===== config.mk =====
export PLATFORM = sky130hd
export DESIGN_NAME = mux_n_scan
export DESIGN_NICKNAME = d
export VERILOG_FILES = /design/src/rtl/mux_n_scan.sv
export SDC_FILE = /design/constraint.sdc
export NUM_CORES = 1
export LEC_CHECK = 0
export CAP_MARGIN = 20
export CORE_ASPECT_RATIO = 1.5
export CORE_MARGIN = 2
export CORE_UTILIZATION = 40
export CTS_BUF_LIST = sky130_fd_sc_hd__clkbuf_8
export DETAILED_ROUTE_END_ITERATION = 8
export PLACE_DENSITY = 0.67
export SYNTH_ARGS = -nofsm -noshare
export SYNTH_HDL_FRONTEND = slang
export SYNTH_SLANG_ARGS = --single-unit

===== constraint.sdc =====
create_clock -name clk -period 2.2 [get_ports clk]
set_clock_uncertainty 0.15 [all_clocks]
set_input_delay 0.33 -clock clk [delete_from_list [all_inputs] [get_ports clk]]
set_output_delay 0.33 -clock clk [all_outputs]
set_load 0.01 [all_outputs]

===== src/rtl/mux_n_scan.sv =====
// ---------------------------------------------------------------------------
// mux_n_scan
//   Registered N-to-1 multiplexer with two modes:
//     manual : presents the channel selected by sel one cycle later
//     scan   : steps through channels 0..N-1 automatically, holding each for
//              dwell+1 enabled cycles, and pulses wrap on the N-1 -> 0 step
//
// Ports
//   clk      system clock, all state updates on the rising edge
//   n_reset  synchronous active-low reset
//   din      packed channel data, channel k = din[k*W +: W]
//   sel      channel index used in manual mode
//   mode     0 = manual select, 1 = auto-scan
//   dwell    scan mode: enabled cycles per channel minus one
//   en       clock enable, when low all state is frozen
//   y        registered selected channel data
//   ch       index of the channel currently presented on y
//   valid    y/ch hold a legal, freshly sampled value
//   wrap     one-cycle pulse when the scan wraps from channel N-1 to 0
// ---------------------------------------------------------------------------
module mux_n_scan #(
    parameter int unsigned N  = 4,
    parameter int unsigned W  = 1,
    parameter int unsigned DW = 8,
    parameter int unsigned SW = $clog2(N)
) (
    input  logic            clk,
    input  logic            n_reset,
    input  logic [N*W-1:0]  din,
    input  logic [SW-1:0]   sel,
    input  logic            mode,
    input  logic [DW-1:0]   dwell,
    input  logic            en,
    output logic [W-1:0]    y,
    output logic [SW-1:0]   ch,
    output logic            valid,
    output logic            wrap
);

    // The FSM only remembers which mode was active last enabled cycle, so
    // the MANUAL -> SCAN edge can be told apart from an ongoing scan.
    typedef enum logic {
        MANUAL = 1'b0,
        SCAN   = 1'b1
    } state_t;

    localparam logic [SW-1:0] LAST_CH = SW'(N - 1);
    localparam logic [SW-1:0] FIRST_CH = '0;

    state_t         state_q;
    state_t         state_d;
    logic [DW-1:0]  cnt_q;
    logic [DW-1:0]  cnt_d;
    logic [W-1:0]   y_d;
    logic [SW-1:0]  ch_d;
    logic           valid_d;
    logic           wrap_d;

    // Extract channel idx from the packed input bus; idx must be < N.
    function automatic logic [W-1:0] pick(input logic [N*W-1:0] data,
                                          input logic [SW-1:0]  idx);
        logic [N*W-1:0] shifted;
        shifted = data >> (32'(idx) * W);
        return shifted[W-1:0];
    endfunction

    // State and output registers.
    always_ff @(posedge clk) begin
        if (!n_reset) begin
            state_q <= MANUAL;
            cnt_q   <= '0;
            y       <= '0;
            ch      <= '0;
            valid   <= 1'b0;
            wrap    <= 1'b0;
        end else begin
            state_q <= state_d;
            cnt_q   <= cnt_d;
            y       <= y_d;
            ch      <= ch_d;
            valid   <= valid_d;
            wrap    <= wrap_d;
        end
    end

    // Next-state: mode is only sampled on enabled cycles.
    always_comb begin
        state_d = state_q;
        if (en) begin
            state_d = mode ? SCAN : MANUAL;
        end
    end

    // Next output / datapath values.
    always_comb begin
        // Frozen by default: data, channel and counter hold, flags drop.
        y_d     = y;
        ch_d    = ch;
        cnt_d   = cnt_q;
        valid_d = 1'b0;
        wrap_d  = 1'b0;

        if (en) begin
            if (!mode) begin
                // Manual select; out-of-range indices present zero, invalid.
                ch_d  = sel;
                cnt_d = '0;
                if (32'(sel) < N) begin
                    y_d     = pick(din, sel);
                    valid_d = 1'b1;
                end else begin
                    y_d     = '0;
                    valid_d = 1'b0;
                end
            end else if (state_q == MANUAL) begin
                // First scan cycle always starts cleanly at channel 0.
                ch_d    = FIRST_CH;
                cnt_d   = '0;
                y_d     = pick(din, FIRST_CH);
                valid_d = 1'b1;
            end else begin
                // '>=' so a dwell lowered below the running count advances
                // on the next enabled cycle instead of waiting for rollover.
                if (cnt_q >= dwell) begin
                    cnt_d = '0;
                    if (ch >= LAST_CH) begin
                        ch_d   = FIRST_CH;
                        wrap_d = 1'b1;
                    end else begin
                        ch_d = ch + SW'(1);
                    end
                end else begin
                    cnt_d = cnt_q + DW'(1);
                end
                // Data is resampled every cycle, not only on channel change.
                y_d     = pick(din, ch_d);
                valid_d = 1'b1;
            end
        end
    end

endmodule


==> impl_results.md, run 1 <==
- Status: finished clean
- Clk sinks: 14
- Yosys Warn Count: 0
- Req. time, crit path: 2.22 ns
- Mapped Cells: 127
- Vias in the first global route: 1026
- Max Cap Viol: 0
- Final period utilization: 97.8%
- Cell taking the most area after synthesis: dfxtp_1
- Routed Antenna Nets: 0
- Worst hold endpoint: cnt_q[1]
- Slew Viols, Final: 0
- Tightest Pin Transition: 0.355 ns
- Worst hold-check path type: flip-flop to flip-flop
- P per Cell Area: 424 nW/um^2
- Unique cell type count in the Yosys netlist: 32
- Fraction of registers with async set or reset after synthesis: 0%
- RSZ-0062 raised after global routing: true
- Drt pass-1 iters: 4
- Post-synth EDFFs: 0
- TritonCTS clock tree: yes
- Hold path depth: 2
- Initial antenna violation count: 0
- Final instance area: 1420 sq um
- VDD IR max: 0.000250 V
- Synth top area share: 26.8%
- Leak: 0.564 nW
- Worst setup path class: input port to flip-flop
- Largest net degree at the start of global routing: 20
- Layout cell share with drive strength beyond 1: 17.9%
- Hold wc startpoint: cnt_q[1]
- Mapped Avg Cell Area: 8.23 sq um
- Via count: 1011
- CTS max path bufs: 2
- Die Span Y: 66.6 microns
- Top post-synthesis cells by area: dfxtp_1, ha_1, mux4_2
- Critical Path Fanout Max: 6
- Worst-Skew Late Latency: 0.24 ns
- Ys flop type: dfxtp_1
- Avg Vias per Cell: 5.62
- Residual DRC: 0
- Core ar.: 2480 sq um
- CP startpoint kind: input port
- Die width: 45.7 microns
- Initial Util: 42.2%
- Congestion Overflow GR: 0
- Drt initial violations: 15
- CTS clk-pin slew, worst paths: 0.06 ns
- Critical Path End Type: flip-flop
- Finished Layout Cells: 180
- RePlAce Congestion: 0.749
- I/O Pins: 23
- First-pass GRT wire length: 4130 microns
- Seq. cell area: 282 sq um
- WP data arrival: 2.17 ns
- R2R depth: 8
- Hold buffers post-CTS: 0
- Nets: 186
- Total wire length: 2490 microns
- Final setup viols: 0
- Layout area overhead: 35.4%
- Gr usage total: 18.0%
- Row Count: 22
- CTS Root Buffer Type: clkbuf_8
- Placed cells: 175
- FF-to-FF setup slack: 0.05 ns
- FMAX: 0.465 GHz
- Seq cells post-synth: 14
- H-tree levels: 1
- Detailed Place HPWL: 1910 microns
- Slew HR: 76.3%
- Crit path time final: 2.15 ns
- TritonCTS buffer count: 3
- # port buffers: 22
- Worst flop-to-flop path startpoint: cnt_q[0]
- Die ar.: 3050 sq um
- Final hold slack: 0.388 ns
- Dpl cell area: 1310 sq um
- WL per Instance: 13.8 microns
- Multi-input logic area: 722 sq um
- RR Endpoint: cnt_q[2]
- Post-synthesis sequential area ratio: 26.8%
- Post-synthesis cell area: 1040 sq um
- Ant diodes: 0
- Syn_nets: 155
- Fillers: 241
- Final hold viol count: 0
==> metal layers <==
layer | GRT usage (%) | routed length [microns] | vias up | share of wire (%)
met5 | 0 | 0 | - | 0
met4 | 7.50 | 21 | 0 | 0.84
met3 | 1.63 | 77 | 2 | 3.1
met2 | 34.7 | 1370 | 20 | 55
met1 | 18.6 | 1020 | 473 | 41
li1 | - | - | 516 | -
==> sequential cells by signal (all words and copies together) (netlist names) <==
signal,count
y,1
ch,2
wrap,1
cnt_q,8
valid,1
state_q,1
==> synth_stat cells (2+ instances only) <==
| cell type | instances |
|---|---|
| nor2b_1 | 3 |
| buf_2 | 2 |
| nand4_1 | 2 |
| a22oi_1 | 2 |
| inv_1 | 10 |
| nand4b_1 | 2 |
| a21oi_1 | 8 |
| ha_1 | 10 |
| dfxtp_1 | 14 |
| a211oi_1 | 2 |
| a31oi_1 | 7 |
| mux4_2 | 3 |
| nand2b_1 | 8 |
| nand2_1 | 8 |
| nor2_1 | 12 |
| nand3_1 | 12 |
| o21ai_0 | 3 |
| nand3b_1 | 5 |
==> cell families after synthesis <==
group / synth area share [%]
simple gates: 29.6
compound gates: 16.3
fa+ha+maj: 12.0
mux: 7.42
flops: 26.8
buf+inv: 7.90
==> stage by stage <==
step | power (mW) | TNS, ns | worst slack [ns] | utilization, %
after detailed placement | 0.386 | -3.42 | -0.395 | 52.9
after CTS | 0.600 | 0 | 0.00111 | 55.3
final | 0.600 | 0 | 0.0475 | 57.1
after global routing | 0.629 | -0.191 | -0.0626 | 57.1
after floorplan | 0.332 | 0 | 0.0644 | -
after global placement | 0.383 | -3.12 | -0.322 | 52.9
==> worst max-delay path by stage <==
stage	start	depth (start not counted)	end
after floorplan	cnt_q[0]	8	cnt_q[3]
after global routing	cnt_q[2]	7	cnt_q[2]
final	dwell[0]	8	cnt_q[2]
after detailed placement	dwell[0]	8	cnt_q[2]
after global placement	dwell[0]	8	cnt_q[2]
after CTS	dwell[2]	8	cnt_q[2]
==> final cells by class <==
cell class / instances / area share (%)
Clock buffer: 3 / 2.92
Multi-Input combinational cell: 97 / 51.0
Sequential cell: 14 / 19.9
Inverter: 10 / 2.65
Timing Repair Buffer: 32 / 21.4
Tap cell: 24 / 2.12
==> critical path: stages <==
cell and delay, ns:
dlygate4sd2_1 0.26, ha_4 0.23, nand2b_4 0.13, a2111o_1 0.46, a211oi_4 0.35, buf_6 0.17, nand3b_1 0.07, a31oi_1 0.17
==> where the power goes <==
group          switching [mW]  leakage (nW)  internal (mW)  total (mW)
clock                  0.0921        0.0216          0.121       0.213
sequential            0.00512         0.114          0.259       0.264
combinational          0.0507         0.428         0.0720       0.123
total                   0.148         0.564          0.452       0.600
==> cells in the final DEF (no fill, tap or decap), drive strengths merged <==
cell type	instances
clkdlybuf4s50	19
dfxtp	14
nor2	12
nand3	12
inv	10
ha	10
buf	10
nand2b	9
nand2	8
a21oi	8
a31oi	7
nand3b	5
nor2b	3
mux4	3
clkbuf	3
o21ai	3
a211oi	3
nand4	2
nand4b	2
a22oi	2
dlygate4sd2	2
a2111o	1
a31o	1
and2	1
nor3	1
mux2i	1
and3	1
o311ai	1
or2	1
dlymetal6s2s	1
==> what timing repair did <==
action | 4_1_cts | 5_1_grt
cloned | 0 | 0
setup buffers | 0 | 2
setup endpoints to repair | 8 | 9
pin swaps | 9 | 7
resized for setup | 8 | 7
(Power assumes the default switching activity.)
==> inputs of run 2 (changes only) <==
--- a/config.mk
+++ b/config.mk
@@ -8,10 +8,10 @@
 export CAP_MARGIN = 20
 export CORE_ASPECT_RATIO = 1.5
 export CORE_MARGIN = 2
-export CORE_UTILIZATION = 40
+export CORE_UTILIZATION = 47
 export CTS_BUF_LIST = sky130_fd_sc_hd__clkbuf_8
 export DETAILED_ROUTE_END_ITERATION = 8
-export PLACE_DENSITY = 0.67
+export PLACE_DENSITY = 0.77
 export SYNTH_ARGS = -nofsm -noshare
 export SYNTH_HDL_FRONTEND = slang
 export SYNTH_SLANG_ARGS = --single-unit
==> impl_results.md, run 2 (synthesized netlist as in run 1, its figures left out) <==
- Nets: 184
- Largest net degree at the start of global routing: 17
- Clk sinks: 14
- Worst-Skew Late Latency: 0.25 ns
- CTS Root Buffer Type: clkbuf_8
- Critical Path Fanout Max: 7
- Placed cells: 172
- Status: finished clean
- Die ar.: 2620 sq um
- Avg Vias per Cell: 5.86
- Gr usage total: 20.1%
- TritonCTS buffer count: 3
- Drt pass-1 iters: 4
- TritonCTS clock tree: yes
- Max Cap Viol: 0
- WL per Instance: 13.8 microns
- Die width: 42.5 microns
- Total wire length: 2420 microns
- CTS max path bufs: 2
- Multi-input logic area: 726 sq um
- Final period utilization: 96.9%
- Seq. cell area: 282 sq um
- Row Count: 20
- Initial Util: 50.3%
- CP startpoint kind: input port
- WP data arrival: 2.15 ns
- Final hold viol count: 0
- Largest registers: cnt_q (8), ch (2)
- Critical Path End Type: flip-flop
- Routed Antenna Nets: 0
- Final Power: 0.597 mW
- Vias in the first global route: 1004
- Slew Viols, Final: 0
- Die Span Y: 61.7 microns
- # port buffers: 22
- RePlAce Congestion: 0.769
- I/O Pins: 23
- Slew HR: 74.2%
- Number of flip-flops in the largest register: 8
- Core ar.: 2080 sq um
- Residual DRC: 0
- H-tree levels: 1
- Final setup viols: 0
- Leak: 0.554 nW
- Detailed Place HPWL: 1880 microns
- VDD IR max: 0.000290 V
- Ant diodes: 0
- Drt initial violations: 33
- Commonest non-fill, non-tap cell in the layout: clkdlybuf4s50_1
- Fillers: 194
- Worst hold-check path type: flip-flop to flip-flop
- Commonest non-fill, non-tap cells in the layout: clkdlybuf4s50_1, dfxtp_1, nor2_1, nand3_1, inv_1
- Req. time, crit path: 2.22 ns
- Layout area overhead: 33.4%
- Congestion Overflow GR: 0
- Layout cell share with drive strength beyond 1: 17.5%
- Tightest Pin Transition: 0.386 ns
- Worst setup path class: input port to flip-flop
- Initial antenna violation count: 0
- P per Cell Area: 429 nW/um^2
- Crit path time final: 2.13 ns
- First-pass GRT wire length: 3930 microns
- Via count: 1032
- Hold buffers post-CTS: 0
- FMAX: 0.469 GHz
- Finished Layout Cells: 176
- CTS clk-pin slew, worst paths: 0.06 ns
- Largest Register: cnt_q
-- run 2: report_power, final --
group          switching [mW]  total [mW]  internal [mW]
sequential            0.00525       0.265          0.259
combinational          0.0488       0.118         0.0692
clock                  0.0933       0.215          0.122
total                   0.147       0.597          0.450
-- run 2: worst paths after layout --
| path | start | end | slack [ns] | cells past startpoint |
|---|---|---|---|---|
| hold / removal | cnt_q[1] | cnt_q[1] | 0.38 | 2 |
| setup / recovery | dwell[5] | cnt_q[5] | 0.07 | 9 |
| setup reg to reg | cnt_q[0] | cnt_q[5] | 0.09 | 8 |
| hold reg to reg | cnt_q[1] | cnt_q[1] | 0.38 | 2 |
-- run 2: cell type report --
class | instances | area share, %
multi-input combinational | 97 | 52.1
sequential | 14 | 20.2
clock buffer | 3 | 2.96
timing repair buffer | 30 | 20.1
tap | 22 | 1.97
inverter | 10 | 2.69
-- run 2: metal layers --
metal	global-route usage, %	vias to the layer above	share of wire, %
met5	0	-	0
met4	14.3	0	4.1
met3	4.62	13	4.5
met2	38.2	34	53
met1	19.0	474	38
li1	-	511	-
-- run 2: critical path, cell delays in order --
cell,delay [ns]
clkdlybuf4s50_1,0.46
inv_1,0.04
ha_1,0.31
a21oi_2,0.15
o21ai_2,0.09
a211oi_2,0.26
buf_4,0.20
nand4b_1,0.10
a31oi_1,0.20
-- run 2: per-stage QoR --
| step | hold slack [ns] | setup TNS (ns) | instance area [sq um] | util [%] | setup WS [ns] |
|---|---|---|---|---|---|
| 2_1_floorplan | 0.329 | 0 | 1040 | - | 0.0644 |
| 3_3_place_gp | 0.355 | -2.78 | 1300 | 62.6 | -0.279 |
| 3_5_place_dp | 0.368 | -3.17 | 1300 | 62.6 | -0.355 |
| 4_1_cts | 0.381 | 0 | 1340 | 64.7 | 0.0133 |
| 5_1_grt | 0.410 | -0.0224 | 1390 | 67.1 | -0.0224 |
| 6_report | 0.377 | 0 | 1390 | 67.1 | 0.0681 |
-- run 2: timing repair --
item / 4_1_cts / 5_1_grt
buffers inserted: 0 / 1
endpoints found under the setup margin: 7 / 7
gates resized for setup: 4 / 10
pin swaps: 6 / 4
==> inputs of run 3 (changes only) <==
--- a/config.mk
+++ b/config.mk
@@ -11,6 +11,7 @@
 export CORE_UTILIZATION = 47
 export CTS_BUF_LIST = sky130_fd_sc_hd__clkbuf_8
 export DETAILED_ROUTE_END_ITERATION = 8
+export HOLD_SLACK_MARGIN = 0.12
 export PLACE_DENSITY = 0.77
 export SYNTH_ARGS = -nofsm -noshare
 export SYNTH_HDL_FRONTEND = slang
==> results of run 3 <==
Same layout as run 2: the final DEF is identical, and so are final timing and power.
